[src/rtl/snake_body_pkg.sv]
// Shared definitions for the snake body controller: state encoding,
// null coordinate and default geometry.
package snake_body_pkg;

  localparam int XW_DEF       = 7;
  localparam int DEPTH_DEF    = 256;
  localparam int AW_DEF       = 8;
  localparam int INIT_LEN_DEF = 3;

  // Coordinate returned for reads beyond the current body length
  localparam int NULL_COORD   = 0;

  typedef enum logic [2:0] {
    ST_IDLE  = 3'd0,
    ST_INIT  = 3'd1,
    ST_SCAN  = 3'd2,
    ST_WAIT  = 3'd3,
    ST_WRITE = 3'd4,
    ST_DONE  = 3'd5
  } state_t;

endpackage

[src/rtl/snake_body_ram.sv]
// Single-port body-segment RAM, synchronous read with one-cycle latency.
// Contents are intentionally not cleared by reset.
module snake_body_ram #(
  parameter int W     = 14,
  parameter int DEPTH = 256,
  parameter int AW    = 8
) (
  input  logic          clk,
  input  logic          we,
  input  logic [AW-1:0] addr,
  input  logic [W-1:0]  wdata,
  output logic [W-1:0]  rdata
);

  logic [W-1:0] mem [DEPTH];

  // Write when enabled; always register the addressed word for reading
  always_ff @(posedge clk) begin
    if (we) begin
      mem[addr] <= wdata;
    end
    rdata <= mem[addr];
  end

endmodule

[src/rtl/snake_body_ctrl.sv]
// Snake body controller: circular-queue body storage, per-move
// self-collision scan / head push / tail drop, and an idle-time read
// port for the renderer.
module snake_body_ctrl
  import snake_body_pkg::*;
#(
  parameter int XW       = XW_DEF,
  parameter int DEPTH    = DEPTH_DEF,
  parameter int AW       = AW_DEF,
  parameter int INIT_LEN = INIT_LEN_DEF
) (
  input  logic          i_Clk,
  input  logic          i_Rst,
  input  logic          i_Init,
  input  logic          i_Start,
  input  logic [XW-1:0] i_Head_x,
  input  logic [XW-1:0] i_Head_y,
  input  logic          i_Grow,
  output logic          o_Busy,
  output logic          o_Done,
  output logic          o_Hit,
  output logic [AW:0]   o_Len,
  input  logic          i_Rd_req,
  input  logic [AW-1:0] i_Rd_idx,
  output logic          o_Rd_ack,
  output logic [XW-1:0] o_Rd_x,
  output logic [XW-1:0] o_Rd_y
);

  state_t         state;
  logic [AW-1:0]  head_ptr;
  logic [XW-1:0]  new_x;
  logic [XW-1:0]  new_y;
  logic           grow_eff;
  logic [AW:0]    cnt;
  logic [AW:0]    cmp_total;
  logic           cmp_valid;
  logic           hit_flag;
  logic           rd_valid;

  logic           start_grow;
  logic [AW:0]    start_cmp;
  logic           accept_rd;
  logic           seg_match;

  logic           ram_we;
  logic [AW-1:0]  ram_addr;
  logic [2*XW-1:0] ram_wdata;
  logic [2*XW-1:0] ram_rdata;

  snake_body_ram #(
    .W     (2*XW),
    .DEPTH (DEPTH),
    .AW    (AW)
  ) u_ram (
    .clk   (i_Clk),
    .we    (ram_we),
    .addr  (ram_addr),
    .wdata (ram_wdata),
    .rdata (ram_rdata)
  );

  // Move parameters derived from the current length at acceptance time;
  // the departing tail is not scanned unless the snake grows
  always_comb begin
    start_grow = i_Grow && (o_Len < (AW+1)'(DEPTH));
    if (start_grow) begin
      start_cmp = o_Len;
    end else if (o_Len == (AW+1)'(0)) begin
      start_cmp = (AW+1)'(0);
    end else begin
      start_cmp = o_Len - (AW+1)'(1);
    end
  end

  // Renderer acceptance, and comparison of the segment read last cycle
  always_comb begin
    accept_rd = (state == ST_IDLE) && !i_Init && !i_Start && i_Rd_req;
    seg_match = cmp_valid && (ram_rdata == {new_x, new_y});
  end

  // RAM port steering: init writes, scan reads, head write, else renderer
  always_comb begin
    ram_we    = 1'b0;
    ram_addr  = head_ptr + i_Rd_idx;
    ram_wdata = {new_x, new_y};
    case (state)
      ST_INIT: begin
        ram_we    = 1'b1;
        ram_addr  = cnt[AW-1:0];
        ram_wdata = {new_x + XW'(cnt), new_y};
      end
      ST_SCAN: begin
        ram_addr = head_ptr + cnt[AW-1:0];
      end
      ST_WRITE: begin
        ram_we   = ~hit_flag;
        ram_addr = head_ptr - AW'(1);
      end
      default: begin
        ram_we = 1'b0;
      end
    endcase
  end

  // Sequencer: init load, move scan/write, done pulse, renderer ack
  always_ff @(posedge i_Clk or posedge i_Rst) begin
    if (i_Rst) begin
      state     <= ST_IDLE;
      head_ptr  <= '0;
      new_x     <= '0;
      new_y     <= '0;
      grow_eff  <= 1'b0;
      cnt       <= '0;
      cmp_total <= '0;
      cmp_valid <= 1'b0;
      hit_flag  <= 1'b0;
      rd_valid  <= 1'b0;
      o_Busy    <= 1'b0;
      o_Done    <= 1'b0;
      o_Hit     <= 1'b0;
      o_Len     <= '0;
      o_Rd_ack  <= 1'b0;
    end else begin
      o_Done    <= 1'b0;
      cmp_valid <= 1'b0;
      o_Rd_ack  <= accept_rd;
      rd_valid  <= ({1'b0, i_Rd_idx} < o_Len);
      if (seg_match) begin
        hit_flag <= 1'b1;
      end
      case (state)
        ST_IDLE: begin
          if (i_Init) begin
            new_x    <= i_Head_x;
            new_y    <= i_Head_y;
            head_ptr <= '0;
            cnt      <= '0;
            hit_flag <= 1'b0;
            o_Hit    <= 1'b0;
            o_Busy   <= 1'b1;
            state    <= ST_INIT;
          end else if (i_Start) begin
            new_x     <= i_Head_x;
            new_y     <= i_Head_y;
            grow_eff  <= start_grow;
            cmp_total <= start_cmp;
            cnt       <= '0;
            hit_flag  <= 1'b0;
            o_Hit     <= 1'b0;
            o_Busy    <= 1'b1;
            state     <= (start_cmp == (AW+1)'(0)) ? ST_WAIT : ST_SCAN;
          end
        end
        ST_INIT: begin
          cnt <= cnt + (AW+1)'(1);
          if (cnt == (AW+1)'(INIT_LEN - 1)) begin
            o_Len  <= (AW+1)'(INIT_LEN);
            o_Done <= 1'b1;
            state  <= ST_DONE;
          end
        end
        ST_SCAN: begin
          cmp_valid <= 1'b1;
          cnt       <= cnt + (AW+1)'(1);
          if (cnt == cmp_total - (AW+1)'(1)) begin
            state <= ST_WAIT;
          end
        end
        ST_WAIT: begin
          state <= ST_WRITE;
        end
        ST_WRITE: begin
          if (!hit_flag) begin
            head_ptr <= head_ptr - AW'(1);
            if (grow_eff || (o_Len == (AW+1)'(0))) begin
              o_Len <= o_Len + (AW+1)'(1);
            end
          end
          o_Hit  <= hit_flag;
          o_Done <= 1'b1;
          state  <= ST_DONE;
        end
        ST_DONE: begin
          o_Busy <= 1'b0;
          state  <= ST_IDLE;
        end
        default: begin
          o_Busy <= 1'b0;
          state  <= ST_IDLE;
        end
      endcase
    end
  end

  assign o_Rd_x = (o_Rd_ack && rd_valid) ? ram_rdata[2*XW-1:XW] : XW'(NULL_COORD);
  assign o_Rd_y = (o_Rd_ack && rd_valid) ? ram_rdata[XW-1:0]    : XW'(NULL_COORD);

endmodule
[config.mk]
export PLATFORM = sky130hd
export DESIGN_NAME = snake_body_ctrl
export DESIGN_NICKNAME = d
export VERILOG_FILES = /design/src/rtl/snake_body_pkg.sv /design/src/rtl/snake_body_ram.sv /design/src/rtl/snake_body_ctrl.sv
export SDC_FILE = /design/constraint.sdc
export NUM_CORES = 2
export LEC_CHECK = 0
export BUFFER_PORTS_ARGS = -buffer_cell sky130_fd_sc_hd__buf_4
export CORE_MARGIN = 8
export CORE_UTILIZATION = 30
export DETAILED_ROUTE_END_ITERATION = 8
export HOLD_SLACK_MARGIN = 0.03
export PLACE_DENSITY = 0.52
export SYNTH_ARGS = -nofsm -noshare
export SYNTH_HDL_FRONTEND = slang
export SYNTH_SLANG_ARGS = --single-unit
export TNS_END_PERCENT = 30
[constraint.sdc]
create_clock -name i_Clk -period 13.9 [get_ports i_Clk]
set_clock_uncertainty 0.1 [all_clocks]
set_input_delay 2.78 -clock i_Clk [delete_from_list [all_inputs] [get_ports i_Clk]]
set_output_delay 2.78 -clock i_Clk [all_outputs]
set_load 0.05 [all_outputs]
# Word level (Yosys, flattened, before mapping)
# Memories as Yosys holds them, arrays and structs flattened. A register that Yosys moved wholly into a read port is not among the register bits.
# Index checks and enable logic that the tools add are counted.
[op_classes]
n_eq_ne = 13
magnitude_cmp = 2
n_addsub = 8
n_reduce_logical = 26
mux = 42
bitwise_logic = 3
[op_table]
columns = ["operator", "count"]
rows = [
  ["2-to-1 mux 9 bit", 7],
  ["2-to-1 mux 7 bit", 6],
  ["one-hot mux 9 bit (2 select lines)", 2],
  ["one-hot mux 8 bit (3 select lines)", 1],
  ["adder 9 x 1 -> 9 bit (second input constant)", 2],
  ["logical NOT 9 bit", 2],
  ["subtractor 9 x 1 -> 9 bit (second input constant)", 2],
  ["adder 8 bit", 2],
  ["2-to-1 mux 8 bit", 2],
  ["one-hot mux 8 bit (2 select lines)", 1],
  ["one-hot mux 3 bit (5 select lines)", 1],
  ["equality test 14 bit", 1],
  ["2-to-1 mux 14 bit", 1],
  ["2-to-1 mux 1 bit", 13],
  ["2-to-1 mux 3 bit", 4],
  ["inequality test 2 bit (second input constant)", 5],
  ["equality test 9 x 2 -> 1 bit (second input constant)", 1],
  ["equality test 9 bit", 1],
  ["< comparator 8 x 9 -> 1 bit", 1],
  ["< comparator 9 bit (second input constant)", 1],
  ["AND reduction 3 bit", 3],
  ["one-hot mux 1 bit (2 select lines)", 4],
  ["AND reduction 2 bit", 4],
  ["nonzero test 2 bit", 4],
  ["other kinds (14)", 23],
]
[totals]
mem_bits_rw = 3584
ff_bits = 60
mem_count = 1
in_bits = 28
wordCells = 110
output_inout_bits = 27
[memory_table]
columns = ["name", "depth", "word_bits", "read_ports", "rd_ports_with_merged_regs", "wr", "line_no", "source"]
rows = [
  ["u_ram.mem", 256, 14, 1, 1, 1, "snake_body_ram.sv:15", "logic [W-1:0] mem [DEPTH];"],
]

# Depth between registers and ports, before layout
[logic_depth]
ltp_word = 8
ltp_mapped = 19
mapped_depth_nobuf = 14

# Modules after synthesis
# Synthesis repeated with hierarchy kept, for this count alone.
[hier_totals]
hier_cells = 6466
area_unflattened_um2 = 140582.3
[by_module_without_submodules]
columns = ["module", "instances", "area_each_um2", "cells_per_inst", "seq_area_each_um2"]
rows = [
  ["snake_body_ram", 1, 136046.7, 5931, 107903.5],
  ["snake_body_ctrl", 1, 4535.6, 535, 1501.4],
]

# Worst setup path after synthesis
# No wires, ideal clock.
[synth_timing]
path_type = "register to register"
startpoint = "register cnt[1]"
endpoint = "memory u_ram.mem[0][12] (data pin)"
arrival_time_ns = 11.421
required_time_ns = 11.613
setup_ns = 2.187
synth_period_minus_slack_ns = 13.708
stages_incl_launch_ff = 8
slack_ns = 0.192
n_path_buf = 0
cell_sequence = "dfrtp_1 > ha_1 > a21o_1 > a21o_1 > a21o_1 > a21oi_1 > xor2_1 > o21ai_0"
[synth_via]
elab_chain_cells = 2
[synth_rtl]
columns = ["element", "line_no", "source"]
rows = [
  ["start: declaration", "snake_body_ctrl.sv:35", "logic [AW:0] cnt;"],
  ["start signal: assignment", "snake_body_ctrl.sv:156", "cnt <= cnt + (AW+1)'(1);"],
  ["start signal: assignment", "snake_body_ctrl.sv:165", "cnt <= cnt + (AW+1)'(1);"],
  ["adder 7 bit", "snake_body_ctrl.sv:91", "ram_wdata = {new_x + XW'(cnt), new_y};"],
  ["2-to-1 mux 14 bit", "snake_body_ctrl.sv:87", "case (state)"],
  ["named net ram_wdata[12]", "snake_body_ctrl.sv:48", "logic [2*XW-1:0] ram_wdata;"],
  ["end: declaration", "snake_body_ram.sv:15", ""],
]
# The timed path passes the listed nets, and every way through them passes these cells.

# Final worst setup path
[layout_timing]
startpoint = "input port i_Rd_idx[0]"
endpoint = "register u_ram.rdata[4] (read register of u_ram.mem)"
[layout_via]
elab_chain_cells = 2
[layout_rtl]
columns = ["element", "line_no", "source"]
rows = [
  ["start: declaration", "snake_body_ctrl.sv:24", "input logic [AW-1:0] i_Rd_idx,"],
  ["adder 8 bit", "snake_body_ctrl.sv:85", "ram_addr = head_ptr + i_Rd_idx;"],
  ["one-hot mux 8 bit (3 select lines)", "snake_body_ctrl.sv:87", ""],
  ["end: declaration", "snake_body_ram.sv:12", "output logic [W-1:0] rdata"],
]
# No other way between the ends.
# A chain may end at the register's enable or synchronous reset.

==> flow_summary_export.csv <==
group,metric,value,unit
final_layout,syn2layout_area_growth,15.35,%
sta,whs,0.4235,ns
synthesis,netlist_area,142100,µm²
global_routing,grt_util_met2,26.03,%
routing,vias_per_cell,5.098,
worst_setup_path,rr_endpoint,"u_ram.rdata[4]",
floorplanning,die_x,704.3,µm
routing,drt_first_iter_violations,7476,
synthesis,ys_warn_count,0,
sta,hold_viol,0,
min_path,hp-class,"reg -> reg",
global_routing,grt_max_degree,177,
global_routing,overflow,0,
floorplanning,rows,252,
pwr,finalPower,43.12,mW
sta,final.setup.tns,0,ns
sta,setup_viol,0,
routing,wirelength,410.7,mm
sta,clock.fmax,0.1175,GHz
routing,first_pass_iters,6,
final_layout,fin_nets,8326,
placement,dp.final_hpwl,243.5,mm
floorplanning,die_h,704.3,µm
sta,max_slew_margin,8.835,%
sta,layout_min_cycle_time,8.509,ns
worst_setup_path,cp_cell_sequence,"buf_4 > mux2_2 > ha_1 > inv_1 > a221oi_1 > o21ai_4 > buf_4 > buf_4 > buf_4 > mux2i_1 > o22ai_1 > nor4_1 > o22ai_1 > o211ai_1 > o2111ai_1",
clock_network,cts_resized,0,
routing,antenna_left,0,
pwr,clock_power_share,23.7,%
worst_setup_path,max_stage_delay,0.97,ns
worst_setup_path,critPathArrivalTime,9.17,ns
pwr,p_leak,56.15,nW
pwr,power.net_switching,17.16,mW
floorplanning,io_pins,55,
min_path,whs_path_depth,2,
global_routing,grt_first_pass_wirelength,574.8,mm
sta,slew_violations,0,
synthesis,syn_avg_cell_area,17.84,µm²
worst_setup_path,cp_data_required_time,14.56,ns
min_path,whs_endpoint,"cmp_total[8]",
final_layout,layout-drive-gt1-share,13.02,%
clock_network,path_clk_slew,0.06,ns
run,maxCapViolCount,0,
global_routing,grt_pass1_vias,74580,
pwr,max-vdd-ir-drop,402.3,µV
pwr,switching_share,39.80,%
floorplanning,die-area,496000,µm²
worst_setup_path,r2r_slack,5.41,ns
synthesis,ys_types,66,
synthesis,synth-async-reset-ratio,1.640,%
clock_network,cts_tree,"built",
sta,worst_pin_slew,1.361,ns
synthesis,synth_edf_count,3584,
synthesis,synthFlopType,"edfxtp_1",
placement,place_congestion,0.8144,
routing,drc,0,
worst_setup_path,ff2ff_path_depth,16,
placement,place_area,151300,µm²
worst_setup_path,r2r_start,"state[1]",
global_routing,grt-busiest-layer,"met2",
synthesis,synth_cells,7967,
global_routing,grtUsageMet3,2.445,%
worst_setup_path,worst_setup_path_end_kind,"flop",
clock_network,numCtsBuffers,388,
synthesis,synth-seq-cells,3658,
pwr,internal_power,25.96,mW
synthesis,syn_nets,8024,
pwr,seq_power_share,36.8,%
clock_network,clock_latency,0.97,ns
clock_network,cts_sinks,3658,
worst_setup_path,cpMostUsedCell,"buf_4",
pwr,powerDensity,263.0,nW/µm²
final_layout,fill_cells,43940,
final_layout,final_cell_mix,"3584 x edfxtp_1, 1794 x mux2i_1, 981 x o22ai_1, 390 x clkbuf_16, 375 x buf_4",
clock_network,cts-htree-levels,5,
sta,rsz0062_at_grt,"no",
min_path,hold_start,"cmp_total[8]",
outcome,status,"finished clean",
final_layout,final_common_cell,"edfxtp_1",
global_routing,grt_usage,15.73,%
floorplanning,coreArea,471400,µm²
worst_setup_path,slowest_stage,"o21ai_4",
clock_network,hold_buffers,0,
worst_setup_path,path_max_fanout,53,
global_routing,antenna_found_initial,23,
pwr,power_frac_comb,39.5,%
worst_setup_path,path_class,"in -> reg",
sta,finalCritPeriodShare,61.22,%
placement,port_buffers,54,
floorplanning,start_util,30.15,%
worst_setup_path,cp-start-kind,"input port",
clock_network,post_cts_buffers,0,
routing,vias,75590,
clock_network,ctsLongestPathBuffers,4,
clock_network,cts_root_buf,"clkbuf_16",
synthesis,seq_area_frac_synth,76.99,%
final_layout,fin_area,163900,µm²
global_routing,grt_util_met1,20.94,%
routing,wl_per_cell,27.70,µm
==> area by class of cell <==
| type | instances | area [µm²] | area share (%) |
|---|---|---|---|
| sequential | 3658 | 109400 | 66.76 |
| multi-input combinational | 3800 | 30800 | 18.79 |
| clock buffer | 471 | 10140 | 6.188 |
| tap | 6223 | 7786 | 4.750 |
| timing repair buffer | 396 | 3236 | 1.974 |
| clock inverter | 246 | 2410 | 1.470 |
| inverter | 25 | 93.84 | 0.05725 |
| antenna | 7 | 17.52 | 0.01069 |
==> metal layers <==
layer	up-vias	wire, µm
li1	32980	-
met1	39470	174900
met2	2522	195500
met3	616	24870
met4	4	15430
met5	-	27
==> cells by family (layout without fill, tap and decap cells) <==
group | after synthesis | count (layout) | share of synthesized area (%)
xor+xnor | 50 | 50 | 0.3082
compound gates | 1219 | 1219 | 5.565
mux | 1816 | 1816 | 12.81
fa+ha+maj | 29 | 29 | 0.2659
simple gates | 686 | 686 | 2.364
other cells | 0 | 7 | 0
buf+inv | 509 | 1138 | 1.699
flops | 3658 | 3658 | 76.99
==> through the flow <==
step,std cells,utilization (%),setup WS (ns)
6_report,14830,34.77,5.391
5_1_grt,14820,34.77,5.138
4_1_cts,14820,34.77,5.523
3_3_place_gp,14100,32.11,4.526
2_1_floorplan,7967,-,0.1923
3_5_place_dp,14100,32.11,4.540
==> power groups by stage <==
stage / Combinational, mW / Clock, mW / Sequential, mW
after detailed placement: 17.2 / 0 / 16.1
after CTS: 17.2 / 10.4 / 15.9
after global routing: 17.8 / 10.8 / 15.9
final: 17.0 / 10.2 / 15.9
after global placement: 16.9 / 0 / 16.1
after floorplan: 9.34 / 0 / 17.3
==> cell usage after synthesis (all sizes together) (9+ instances only) <==
cell / number / area share [%]
ha: 27 / 0.24
dfrtp: 60 / 1.1
o21ai: 51 / 0.18
xor2: 15 / 0.092
o211ai: 31 / 0.16
xnor2: 35 / 0.22
nor3: 14 / 0.049
buf: 349 / 1.3
dfxtp: 14 / 0.20
o22ai: 981 / 4.3
nor4: 173 / 0.76
and3: 19 / 0.084
mux2i: 1794 / 13
nand3: 33 / 0.17
edfxtp: 3584 / 76
a21o: 15 / 0.079
o41ai: 58 / 0.36
clkbuf: 135 / 0.36
mux2: 22 / 0.17
nand2b: 11 / 0.048
a21oi: 20 / 0.070
o2111ai: 15 / 0.092
inv: 25 / 0.066
nand4: 9 / 0.040
nand2: 78 / 0.21
nor2: 319 / 0.85
a41o: 14 / 0.099
==> worst max-delay path, delay by kind of cell <==
family	cells	cell delay (ns)
multiplexers	2	0.56
AND/OR/NAND/NOR	1	0.78
buffers and inverters	5	2.47
adder cells (fa/ha/maj)	1	0.30
AO/OA/AOI/OAI	6	2.11
==> flip-flops by register name, indices dropped and copies added, names as in the netlist, 3 cells and up <==
name         count
cmp_total        9
u_ram.mem     3584
state            3
new_y            7
new_x            7
head_ptr         8
cnt              9
u_ram.rdata     14
o_Len            9
==> worst max-delay path by stage <==
stage	from	end	slack [ns]	depth (start not counted)
2_1_floorplan	cnt[1]	u_ram.mem[0][12]	0.19	7
3_3_place_gp	i_Rd_idx[0]	u_ram.rdata[4]	4.53	15
3_5_place_dp	i_Rd_idx[0]	u_ram.rdata[6]	4.54	14
4_1_cts	state[1]	u_ram.rdata[4]	5.52	16
5_1_grt	state[1]	u_ram.rdata[4]	5.14	16
6_report	i_Rd_idx[0]	u_ram.rdata[4]	5.39	15
Power figures use the tool's default switching activity.
